### src/rtl/micro_sequencer_if.sv
// Bus between the micro_sequencer (master) and the program store / accumulator datapath (slave).
// Step exists only when SEQ_STEP_EN is defined.
interface micro_sequencer_if;
   logic       Run;
   logic [7:0] Instr;
`ifdef SEQ_STEP_EN
   logic       Step;
`endif
   logic [3:0] Pc;
   logic [3:0] Imm;
   logic       DataSel;
   logic [1:0] AluOp;
   logic       LatchA;
   logic       LatchB;
   logic       ClearA;
   logic       ClearB;
   logic       LatchOut;
   logic       Halted;
   logic       IllegalOp;

   modport master (
`ifdef SEQ_STEP_EN
      input  Step,
`endif
      input  Run, Instr,
      output Pc, Imm, DataSel, AluOp, LatchA, LatchB, ClearA, ClearB,
      output LatchOut, Halted, IllegalOp
   );

   modport slave (
`ifdef SEQ_STEP_EN
      output Step,
`endif
      output Run, Instr,
      input  Pc, Imm, DataSel, AluOp, LatchA, LatchB, ClearA, ClearB,
      input  LatchOut, Halted, IllegalOp
   );
endinterface

### src/rtl/micro_sequencer.sv
// Fetch/decode/execute control sequencer for the 4-bit micro; SEQ_STEP_EN adds Step and a WAIT state.
//
// state   | meaning
// IDLE    | stopped, waiting for Run
// FETCH   | Pc drives the store, instruction captured at end of cycle
// DECODE  | Imm/AluOp/DataSel valid, Pc incremented at end of cycle
// EXECUTE | the single strobe for the opcode is high
// HALT    | frozen until Clear
// WAIT    | parked between instructions until Step (SEQ_STEP_EN only)
module micro_sequencer (
   input  logic              MainClock,
   input  logic              Clear,
   micro_sequencer_if.master bus
);
   typedef enum logic [2:0] {IDLE, FETCH, DECODE, EXECUTE, HALT, WAIT} seqState_t;

   localparam logic [3:0] OpNop = 4'h0, OpLda = 4'h1, OpLdb = 4'h2, OpAdd = 4'h3;
   localparam logic [3:0] OpSub = 4'h4, OpAnd = 4'h5, OpOr  = 4'h6, OpClra = 4'h7;
   localparam logic [3:0] OpClrb = 4'h8, OpMva = 4'h9, OpJmp = 4'hA, OpHlt = 4'hF;

   seqState_t  state, stateNext;
   logic [3:0] pcReg, pcNext;
   logic [7:0] irReg, irNext;
   logic [3:0] immReg, immNext;
   logic       dataSelReg, dataSelNext;
   logic [1:0] aluOpReg, aluOpNext;
   logic       latchAReg, latchANext, latchBReg, latchBNext;
   logic       clearAReg, clearANext, clearBReg, clearBNext;
   logic       latchOutReg, latchOutNext, illegalOpReg, illegalOpNext;
   logic       haltedReg, haltedNext;

   always_ff @(posedge MainClock) begin
      if (Clear) begin
         state        <= IDLE;
         pcReg        <= 4'd0;
         irReg        <= 8'd0;
         immReg       <= 4'd0;
         dataSelReg   <= 1'b0;
         aluOpReg     <= 2'b00;
         latchAReg    <= 1'b0;
         latchBReg    <= 1'b0;
         clearAReg    <= 1'b0;
         clearBReg    <= 1'b0;
         latchOutReg  <= 1'b0;
         illegalOpReg <= 1'b0;
         haltedReg    <= 1'b0;
      end else begin
         state        <= stateNext;
         pcReg        <= pcNext;
         irReg        <= irNext;
         immReg       <= immNext;
         dataSelReg   <= dataSelNext;
         aluOpReg     <= aluOpNext;
         latchAReg    <= latchANext;
         latchBReg    <= latchBNext;
         clearAReg    <= clearANext;
         clearBReg    <= clearBNext;
         latchOutReg  <= latchOutNext;
         illegalOpReg <= illegalOpNext;
         haltedReg    <= haltedNext;
      end
   end

   always_comb begin
      stateNext = state;
      case (state)
         IDLE:    if (bus.Run) stateNext = FETCH;
         FETCH:   stateNext = DECODE;
         DECODE:  stateNext = EXECUTE;
         EXECUTE: begin
            if (irReg[7:4] == OpHlt) stateNext = HALT;
`ifdef SEQ_STEP_EN
            else                     stateNext = WAIT;
`else
            else                     stateNext = bus.Run ? FETCH : IDLE;
`endif
         end
         HALT:    stateNext = HALT;
`ifdef SEQ_STEP_EN
         WAIT: begin
            if (!bus.Run)     stateNext = IDLE;
            else if (bus.Step) stateNext = FETCH;
         end
`endif
         default: stateNext = IDLE;
      endcase
   end

   // Outputs are registered, so this block computes their values for the next cycle:
   // decode fields are captured with the instruction so they are already valid in DECODE.
   always_comb begin
      pcNext        = pcReg;
      irNext        = irReg;
      immNext       = immReg;
      dataSelNext   = dataSelReg;
      aluOpNext     = aluOpReg;
      latchANext    = 1'b0;
      latchBNext    = 1'b0;
      clearANext    = 1'b0;
      clearBNext    = 1'b0;
      latchOutNext  = 1'b0;
      illegalOpNext = 1'b0;
      haltedNext    = haltedReg;
      case (state)
         FETCH: begin
            irNext      = bus.Instr;
            immNext     = bus.Instr[3:0];
            dataSelNext = (bus.Instr[7:4] == OpMva);
            case (bus.Instr[7:4])
               OpSub:   aluOpNext = 2'b01;
               OpAnd:   aluOpNext = 2'b10;
               OpOr:    aluOpNext = 2'b11;
               default: aluOpNext = 2'b00;
            endcase
         end
         DECODE: begin
            pcNext = pcReg + 4'd1;
            case (irReg[7:4])
               OpLda, OpMva:               latchANext    = 1'b1;
               OpLdb:                      latchBNext    = 1'b1;
               OpAdd, OpSub, OpAnd, OpOr:  latchOutNext  = 1'b1;
               OpClra:                     clearANext    = 1'b1;
               OpClrb:                     clearBNext    = 1'b1;
               OpHlt:                      haltedNext    = 1'b1;
               OpNop, OpJmp:               ;
               default:                    illegalOpNext = 1'b1;
            endcase
         end
         EXECUTE: if (irReg[7:4] == OpJmp) pcNext = irReg[3:0];
         default: ;
      endcase
   end

   assign bus.Pc        = pcReg;
   assign bus.Imm       = immReg;
   assign bus.DataSel   = dataSelReg;
   assign bus.AluOp     = aluOpReg;
   assign bus.LatchA    = latchAReg;
   assign bus.LatchB    = latchBReg;
   // Clear also clears the accumulators in the same cycle, before any edge.
   assign bus.ClearA    = clearAReg | Clear;
   assign bus.ClearB    = clearBReg | Clear;
   assign bus.LatchOut  = latchOutReg;
   assign bus.IllegalOp = illegalOpReg;
   assign bus.Halted    = haltedReg;
endmodule

### src/flat_wrapper.sv
// flat-port wrapper written by rule: the top's interface ports become plain ports
module micro_sequencer_flat 
  (MainClock, Clear, bus_Run, bus_Instr, bus_Pc, bus_Imm, bus_DataSel, bus_AluOp, bus_LatchA, bus_LatchB, bus_ClearA, bus_ClearB, bus_LatchOut, bus_Halted, bus_IllegalOp);
  micro_sequencer_if bus_i ();
  input  logic MainClock;
  input  logic Clear;
  input wire logic [$bits(bus_i.Run)-1:0] bus_Run;
  input wire logic [$bits(bus_i.Instr)-1:0] bus_Instr;
  output wire logic [$bits(bus_i.Pc)-1:0] bus_Pc;
  output wire logic [$bits(bus_i.Imm)-1:0] bus_Imm;
  output wire logic [$bits(bus_i.DataSel)-1:0] bus_DataSel;
  output wire logic [$bits(bus_i.AluOp)-1:0] bus_AluOp;
  output wire logic [$bits(bus_i.LatchA)-1:0] bus_LatchA;
  output wire logic [$bits(bus_i.LatchB)-1:0] bus_LatchB;
  output wire logic [$bits(bus_i.ClearA)-1:0] bus_ClearA;
  output wire logic [$bits(bus_i.ClearB)-1:0] bus_ClearB;
  output wire logic [$bits(bus_i.LatchOut)-1:0] bus_LatchOut;
  output wire logic [$bits(bus_i.Halted)-1:0] bus_Halted;
  output wire logic [$bits(bus_i.IllegalOp)-1:0] bus_IllegalOp;
  assign bus_i.Run = bus_Run;
  assign bus_i.Instr = bus_Instr;
  assign bus_Pc = bus_i.Pc;
  assign bus_Imm = bus_i.Imm;
  assign bus_DataSel = bus_i.DataSel;
  assign bus_AluOp = bus_i.AluOp;
  assign bus_LatchA = bus_i.LatchA;
  assign bus_LatchB = bus_i.LatchB;
  assign bus_ClearA = bus_i.ClearA;
  assign bus_ClearB = bus_i.ClearB;
  assign bus_LatchOut = bus_i.LatchOut;
  assign bus_Halted = bus_i.Halted;
  assign bus_IllegalOp = bus_i.IllegalOp;
  micro_sequencer u_core (.MainClock(MainClock), .Clear(Clear), .bus(bus_i));
endmodule
### config.mk
export PLATFORM = sky130hd
export DESIGN_NAME = micro_sequencer_flat
export DESIGN_NICKNAME = d
export VERILOG_FILES = /design/src/rtl/micro_sequencer_if.sv /design/src/rtl/micro_sequencer.sv /design/src/flat_wrapper.sv
export SDC_FILE = /design/constraint.sdc
export NUM_CORES = 1
export LEC_CHECK = 0
export BUFFER_PORTS_ARGS = -buffer_cell sky130_fd_sc_hd__buf_2
export CORE_MARGIN = 2
export CORE_UTILIZATION = 30
export CTS_CLUSTER_DIAMETER = 40
export DETAILED_ROUTE_END_ITERATION = 12
export HOLD_SLACK_MARGIN = 0.05
export PLACE_DENSITY = 0.5
export RECOVER_POWER = 25
export SLEW_MARGIN = 20
export SYNTH_ARGS = -nofsm -noshare
export SYNTH_HDL_FRONTEND = slang
export SYNTH_SLANG_ARGS = --single-unit
export TNS_END_PERCENT = 20
### constraint.sdc
create_clock -name MainClock -period 3.8 [get_ports MainClock]
set_input_delay 0.19 -clock MainClock [delete_from_list [all_inputs] [get_ports MainClock]]
set_output_delay 0.19 -clock MainClock [all_outputs]
set_load 0.01 [all_outputs]
; ---- Yosys cells after proc, flatten, opt, wreduce, memory -nomap -nowiden
; Cells that the tools add are included.
[totals]
input_bits = 11
reg_bits = 29
[op_classes]
mux = 13
add_sub_neg = 1
n_eq_ne = 21
reduce_logical = 9
n_bitwise = 3
[op_table]
columns = operator, n
row1 = "4-bit by 3-bit equality test with 1-bit output, second input constant", 7
row2 = "4-bit equality test, second input constant", 5
row3 = 3-bit case mux with 5 select lines, 1
row4 = 12-bit OR reduction, 1
row5 = "4-bit by 2-bit equality test with 1-bit output, second input constant", 2
row6 = 4-bit case mux with 2 select lines, 1
row7 = 1-bit 2-to-1 mux, 7
row8 = "3-bit by 2-bit equality test with 1-bit output, second input constant", 2
row9 = 3-bit 2-to-1 mux, 2
row10 = 2-bit case mux with 3 select lines, 1
row11 = "4-bit by 1-bit adder with 4-bit output, second input constant", 1
row12 = "4-bit by 1-bit equality test with 1-bit output, second input constant", 1
row13 = 4-bit zero test, 1
row14 = 4-bit 2-to-1 mux, 1
row15 = 2-bit AND reduction, 2
row16 = 2-bit OR reduction, 2
row17 = 4-bit OR reduction, 1
row18 = "3-bit by 1-bit equality test with 1-bit output, second input constant", 1
row19 = "3-bit equality test, second input constant", 1
row20 = 3-bit zero test, 1
row21 = "2-bit by 1-bit inequality test with 1-bit output, second input constant", 1
row22 = "2-bit inequality test, second input constant", 1
row23 = 1-bit OR, 2
row24 = 2-bit nonzero test, 1
row25 = 1-bit inverter, 1

; ---- Logic depth before layout (Yosys ltp)
; Gate-level depths: netlist of run 1.
[depth]
word_depth = 3
mapped_depth = 6
ltp_nobuf = 4

; ---- Least setup slack after synthesis of run 1
; No wires, ideal clock.
[synth_path]
path_type = reg-to-reg
startpoint = reg u_core.state[1]
endpoint = reg u_core.clearBReg
path_buffers = 1
setup_slack_ns = 2.486
stages_incl_launch_ff = 6
arrival_ns = 1.241
synth_period_minus_slack_ns = 1.314
path_cell_list = dfxtp_1 buf_6 nand2b_4 or3_4 or3_4 nor3_2
[synth_via]
elab_chain_len = 3
[synth_lines]
columns = item, line_no
row1 = "start, declared", micro_sequencer.sv:21  ; seqState_t state, stateNext;
row2 = "start signal, assigned", micro_sequencer.sv:48  ; state <= stateNext;
row3 = 3-bit by 2-bit equality test with 1-bit output, micro_sequencer.sv:104  ; case (state)
row4 = 1-bit inverter (no source line), n/a
row5 = 2-bit OR reduction (no source line), n/a
row6 = "end signal, assigned", micro_sequencer.sv:57  ; clearBReg <= clearBNext;
row7 = "end, declared", micro_sequencer.sv:28  ; logic clearAReg, clearANext, clearBReg, clearBNext;
; No other way between the ends.
; A chain may end at the register's enable or synchronous reset.

; ---- Worst setup path in the final report of run 1
[layout_path]
startpoint = reg u_core.state[0]
endpoint = reg u_core.aluOpReg[0], in the netlist u_core.bus.AluOp[0]
[layout_via]
elab_chain_len = 1
[layout_lines]
columns = item, line_no
row1 = 3-bit by 1-bit equality test with 1-bit output, micro_sequencer.sv:104
row2 = "end signal, assigned", micro_sequencer.sv:53  ; aluOpReg <= aluOpNext;
row3 = "end, declared", micro_sequencer.sv:26  ; logic [1:0] aluOpReg, aluOpNext;
; No other way between the ends.

==> impl_metrics.toml, run 1 <==
[placed_design]
placedCellCount = 198
globalplace.congestion = 0.7522
placed_area_mm2 = 0.001254
io_buffers = 28
hpwl_mm = 1.666

[timing]
hold_viol = 0
setup_viol = 0
rsz0062_at_grt = "no"
period_minus_slack_ns = 1.872
timing.hold.ws_ns = 0.1445
fmax_mhz = 534.0
tns_ns = 0
relSlewSlack_pct = 63.61
drv_slew = 0
skew_ns = 0.006601
post-route-period-util_pct = 49.28
tightest_slew_ns = 0.5451

[layout]
fin_cells = 202
register_area_um2 = 500.5
fin_util_pct = 35.54
fillCellCount = 396
n_antenna_cell = 0
multi_input_area_um2 = 538.0
final_layout_size_suffix_gt1_share_pct = 19.48
stdcell_area_mm2 = 0.001291
finalNetCount = 167
area.growth.synth_to_final_pct = 15.31

[floorplanning]
initial_utilization_pct = 30.82
die_h_um = 65.10
core_mm2 = 0.003633
die_x_um = 65.10
num_rows = 22
io_pins = 29
dieArea_mm2 = 0.004237

[cts]
tritoncts = "built"
cts_buffers = 3
cts_root_buf = "clkbuf_8"
htree_num_levels = 1
postCtsHoldBufs = 0
clock_sinks = 25
path_clk_slew_ns = 0.10
cts_resized = 0
clockBufferDepth = 2
cts_setup_buffers = 0
clk_latency_ns = 0.27

[critical_path]
cp.arrival_ns = 2.08
reg2reg_slack_ns = 1.93
worstPathRequired_ns = 4.01
startpoint = "u_core.state[0]"
critPathMaxFanout = 18
worstSetupEndpoint = "u_core.bus.AluOp[0]"
r2r-start = "u_core.state[0]"
reg2regPathDepth = 3
path_class = "flop to flop"
r2r-end = "u_core.bus.AluOp[0]"
end_kind = "flop"
cp-start-kind = "flop"

[synth]
ys_seq_area_share_pct = 44.69
ys_ff_latch = 25
syn-num-nets = 145
synthFlopType = "dfxtp_1"
ys_warn_count = 0
synth_enable_flop_cells = 0
syn_area_mm2 = 0.001120
syn-instance-count = 133
async_flop_share_pct = 0
synth_cell_types = 36
synth_area_per_cell_um2 = 8.420

[pwr]
p_leak_nw = 0.4970
power_density_mw_per_mm2 = 428.2
vdd_drop_max_uv = 166.5

[outcome]
status = "finished clean"

[hold_path]
worst_hold_path_type = "input port to flop"

[global_route]
grt_first_pass_wirelength_mm = 3.905
first_global_vias = 860
antenna_found_initial = 0
gr-total-overflow = 0
grt_max_degree = 23
grt.total_usage_pct = 11.58

[routing]
avgViaCountPerCell = 4.842
first_iter_violations = 26
totalWireLength_mm = 2.369
drc = 0
num_vias = 978
wl_per_cell_um = 11.73
first_pass_iters = 4
antenna_left = 0

[run]
maxCapViolations = 0
[how the worst min path moves through the flow]
stage | start | to | slack [ns] | cells past startpoint
global route | bus_Instr[2] | u_core.irReg[2] | 0.13 | 3
detailed placement | bus_Instr[2] | u_core.irReg[2] | 0.44 | 3
global placement | bus_Instr[2] | u_core.irReg[2] | 0.43 | 3
floorplan | bus_Instr[1] | u_core.irReg[1] | 0.33 | 2
CTS | bus_Instr[2] | u_core.irReg[2] | 0.13 | 3
finish | bus_Instr[2] | u_core.irReg[2] | 0.14 | 3
[critical path: stages, from the launching register on]
cell and delay (ns):
dfxtp_1 0.67, nand2_1 0.40, or4b_1 0.59, a21oi_1 0.15
[layout by cell type (no fill, tap or decap)]
| cell | n |
|---|---|
| nand2b_4 | 2 |
| and2b_1 | 1 |
| or3_4 | 2 |
| and4bb_2 | 1 |
| nand4bb_1 | 1 |
| nor2_1 | 15 |
| nand4_1 | 1 |
| a21oi_1 | 15 |
| nand3_1 | 2 |
| nand2_1 | 22 |
| nor3b_1 | 2 |
| and4b_1 | 1 |
| a31oi_1 | 2 |
| ha_1 | 1 |
| buf_2 | 18 |
| nor4b_1 | 1 |
| a21o_1 | 1 |
| nand4b_1 | 1 |
| dfxtp_1 | 25 |
| or4b_1 | 1 |
| xnor2_1 | 1 |
| o21ai_0 | 4 |
| nor3_2 | 1 |
| clkbuf_8 | 3 |
| and2_1 | 1 |
| inv_6 | 1 |
| a32oi_1 | 1 |
| nor4_1 | 1 |
| a311oi_1 | 1 |
| nor3_1 | 5 |
| inv_1 | 4 |
| xor2_1 | 2 |
| o21bai_1 | 1 |
| or2_2 | 2 |
| clkbuf_1 | 10 |
| o211a_1 | 1 |
[Yosys cell counts, types with 2 or more instances]
master / instances / area share [%]
buf_4: 4 / 2.7
nor3_1: 5 / 2.2
nor3b_1: 2 / 1.3
nor2_1: 15 / 5.0
clkbuf_1: 4 / 1.3
nand3_1: 2 / 0.89
a21oi_1: 15 / 6.7
or2_2: 2 / 1.1
o21ai_0: 4 / 1.8
nand2b_4: 2 / 2.5
buf_2: 2 / 0.89
a31oi_1: 2 / 1.1
or3_4: 2 / 2.0
dfxtp_1: 25 / 45
nand2_1: 22 / 7.4
xor2_1: 2 / 1.6
inv_1: 4 / 1.3
[kinds of logic (layout without fill, tap and decap cells)]
logic type | Yosys count | after routing | synth area share (%)
flip-flops | 25 | 25 | 44.69
XOR/XNOR | 3 | 3 | 2.347
adder cells (fa/ha/maj) | 1 | 1 | 1.117
AO/OA/AOI/OAI | 26 | 26 | 13.41
buffers and inverters | 15 | 36 | 7.262
AND/OR/NAND/NOR | 63 | 63 | 31.17
[power by group]
part / internal, mW / total (mW) / switching [mW]
registers: 0.276 / 0.300 / 0.0231
logic: 0.0356 / 0.0833 / 0.0477
clock network: 0.0769 / 0.170 / 0.0932
[routing by layer]
metal  part of all wire [%]  wire [um]  GRT usage (%)
met1                     50       1180          15.99
met2                     45       1070          17.91
met3                    3.6         86          2.055
met4                    1.3         30          4.688
met5                      0          0              0
[area by class of cell]
cell class / instances / share of cell area [%]
Clock buffer: 3 / 3.198
Clock inverter: 1 / 0.6783
Inverter: 4 / 1.163
Multi-Input combinational cell: 93 / 41.67
Sequential cell: 25 / 38.76
Tap cell: 48 / 4.651
Timing Repair Buffer: 28 / 9.884
[sequential cells by signal, summed over array words and instances, names as in the netlist, 2 cells and up]
| signal | flops |
|---|---|
| u_core.irReg | 8 |
| u_core.bus.AluOp | 2 |
| u_core.state | 3 |
| u_core.bus.Pc | 4 |
[through the flow]
stage,total power [mW],setup WS [ns]
after floorplan,0.3697,2.486
after global placement,0.3873,2.055
after detailed placement,0.3892,1.973
after CTS,0.5607,1.959
after global routing,0.5858,1.773
final,0.5529,1.928
(Power assumes the default switching activity.)
==> run 2, diff against run 1 <==
==> constraint.sdc (replaced) <==
create_clock -name MainClock -period 1.8 [get_ports MainClock]
set_input_delay 0.09 -clock MainClock [delete_from_list [all_inputs] [get_ports MainClock]]
set_output_delay 0.09 -clock MainClock [all_outputs]
set_load 0.01 [all_outputs]
==> run 2 against run 1 <==
Die area unchanged. First-iteration DRC count up 35%. Hold slack worse by 0.083 ns. Sequential share of layout area down 0.48 points. Clock-buffer cell count unchanged. Register-to-register slack worse by 1.6 ns. Clock power up 98%. Core utilization up 0.45 points. Non-clock buffer count up 2. Cell count up 0.99%. Design area up 1.3%. Total power up 110%. Highest routed layer unchanged.
==> impl_metrics.toml, run 2 (same netlist as run 1, synthesis figures left out) <==
[outcome]
status = "finished clean"

[global_route]
grt_max_degree = 23
grt_first_pass_wirelength_mm = 3.822
grt.total_usage_pct = 11.78
first_global_vias = 819
antenna_found_initial = 0
gr-total-overflow = 0

[pwr]
vdd_drop_max_uv = 416.3
pwr-share-seq_pct = 55.0
p_leak_nw = 0.5012
finalPower_mw = 1.149
combPwrFrac_pct = 15.8
intPower_mw = 0.8205
switching_power_mw = 0.3283
clkPwrFrac_pct = 29.2
p_sw_share_pct = 28.57
power_density_mw_per_mm2 = 878.6

[floorplanning]
num_rows = 22
io_pins = 29
initial_utilization_pct = 30.82
die_x_um = 65.10
die_h_um = 65.10
dieArea_mm2 = 0.004237
core_mm2 = 0.003633

[cts]
clk_latency_ns = 0.27
clockBufferDepth = 2
clock_sinks = 25
htree_num_levels = 1
path_clk_slew_ns = 0.09
cts_buffers = 3
tritoncts = "built"
cts_root_buf = "clkbuf_8"

[hold_path]
worst_hold_path_type = "input port to flop"
hp-start = "bus_Instr[3]"
min_delay_path_depth = 3
min_to = "u_core.irReg[3]"

[layout]
stdcell_area_mm2 = 0.001308
fin_util_pct = 35.98
top_register = "u_core.irReg"
n_antenna_cell = 0
largest_reg_flops = 8
layout_commonest_cell = "dfxtp_1"
final_layout_size_suffix_gt1_share_pct = 19.87
area.growth.synth_to_final_pct = 16.76
finalNetCount = 169
most-common-layout-cells = "dfxtp_1 (25), nand2_1 (22), buf_2 (18), nor2_1 (15), a21oi_1 (15)"

[routing]
num_vias = 960
avgViaCountPerCell = 4.706
top_layer_used = "met4"
first_pass_iters = 4
wl_per_cell_um = 11.63
met2_length_mm = 1.035
first_iter_violations = 35
totalWireLength_mm = 2.373
wl_met3_um = 120
wl_met1_mm = 1.165
antenna_left = 0
drc = 0

[placed_design]
placed_area_mm2 = 0.001261
globalplace.congestion = 0.8103
io_buffers = 28
hpwl_mm = 1.720

[timing]
tns_ns = 0
tightest_slew_ns = 0.5279
post-route-period-util_pct = 84.28
relSlewSlack_pct = 64.76
fmax_mhz = 659.2
rsz0062_at_grt = "no"
period_minus_slack_ns = 1.517
hold_viol = 0
timing.hold.ws_ns = 0.06183
skew_ns = 0.005059
drv_slew = 0
setup_viol = 0

[critical_path]
reg2regPathDepth = 3
r2r-start = "u_core.state[0]"
path_class = "flop to flop"
r2r-end = "u_core.bus.AluOp[0]"
cp-start-kind = "flop"
end_kind = "flop"
critPathMaxFanout = 18
reg2reg_slack_ns = 0.28
worstPathRequired_ns = 2.01
cp.arrival_ns = 1.72

[run]
maxCapViolations = 0
run 2: worst max path at each step:
stage | from | end | slack (ns) | cells past startpoint
after floorplan | u_core.state[1] | u_core.clearBReg | 0.49 | 5
after global placement | u_core.state[0] | u_core.bus.AluOp[0] | 0.35 | 3
after detailed placement | u_core.state[0] | u_core.bus.AluOp[0] | 0.30 | 3
after CTS | u_core.state[0] | u_core.bus.AluOp[0] | 0.28 | 3
after global routing | u_core.state[0] | u_core.bus.AluOp[0] | 0.19 | 3
final | u_core.state[0] | u_core.bus.AluOp[0] | 0.28 | 3
run 2: through the flow:
step / setup WS [ns] / std cells
finish: 0.2830 / 204
global route: 0.1865 / 204
CTS: 0.2783 / 204
detailed placement: 0.2979 / 199
global placement: 0.3512 / 199
floorplan: 0.4856 / 133
run 2: cell type report:
type / instances / area [um2]
clock buffers: 3 / 41.29
clock inverters: 1 / 7.507
fillers: 411 / 2326
inverters: 4 / 15.01
multi-input cells: 93 / 538.0
flip-flops and latches: 25 / 500.5
well taps: 48 / 60.06
repair buffers: 30 / 145.1
run 2: critical path, cell delays in order, from the launching register on:
cell	delay [ns]
dfxtp_1	0.66
nand2_1	0.13
or4b_1	0.52
a21oi_1	0.14
run 2: metal layers:
layer / global-route usage [%] / vias up
met1: 15.74 / 437
met5: 0 / -
met2: 18.04 / 24
met4: 6.250 / 0
met3: 2.226 / 4
li1: - / 495
run 2: power groups by stage:
stage | sequential (mW) | clock (mW) | combinational [mW]
global route | 0.639 | 0.380 | 0.205
detailed placement | 0.644 | 0 | 0.183
CTS | 0.631 | 0.356 | 0.186
finish | 0.631 | 0.336 | 0.182
floorplan | 0.623 | 0 | 0.158
global placement | 0.641 | 0 | 0.182
run 2: timing repair:
item | in CTS | in global routing
hold buffers | 1 | 0
endpoints found under the setup margin | 0 | 0
buffers inserted | 0 | 0
endpoints found under the hold margin | 1 | 0
gates resized for setup | 0 | 0
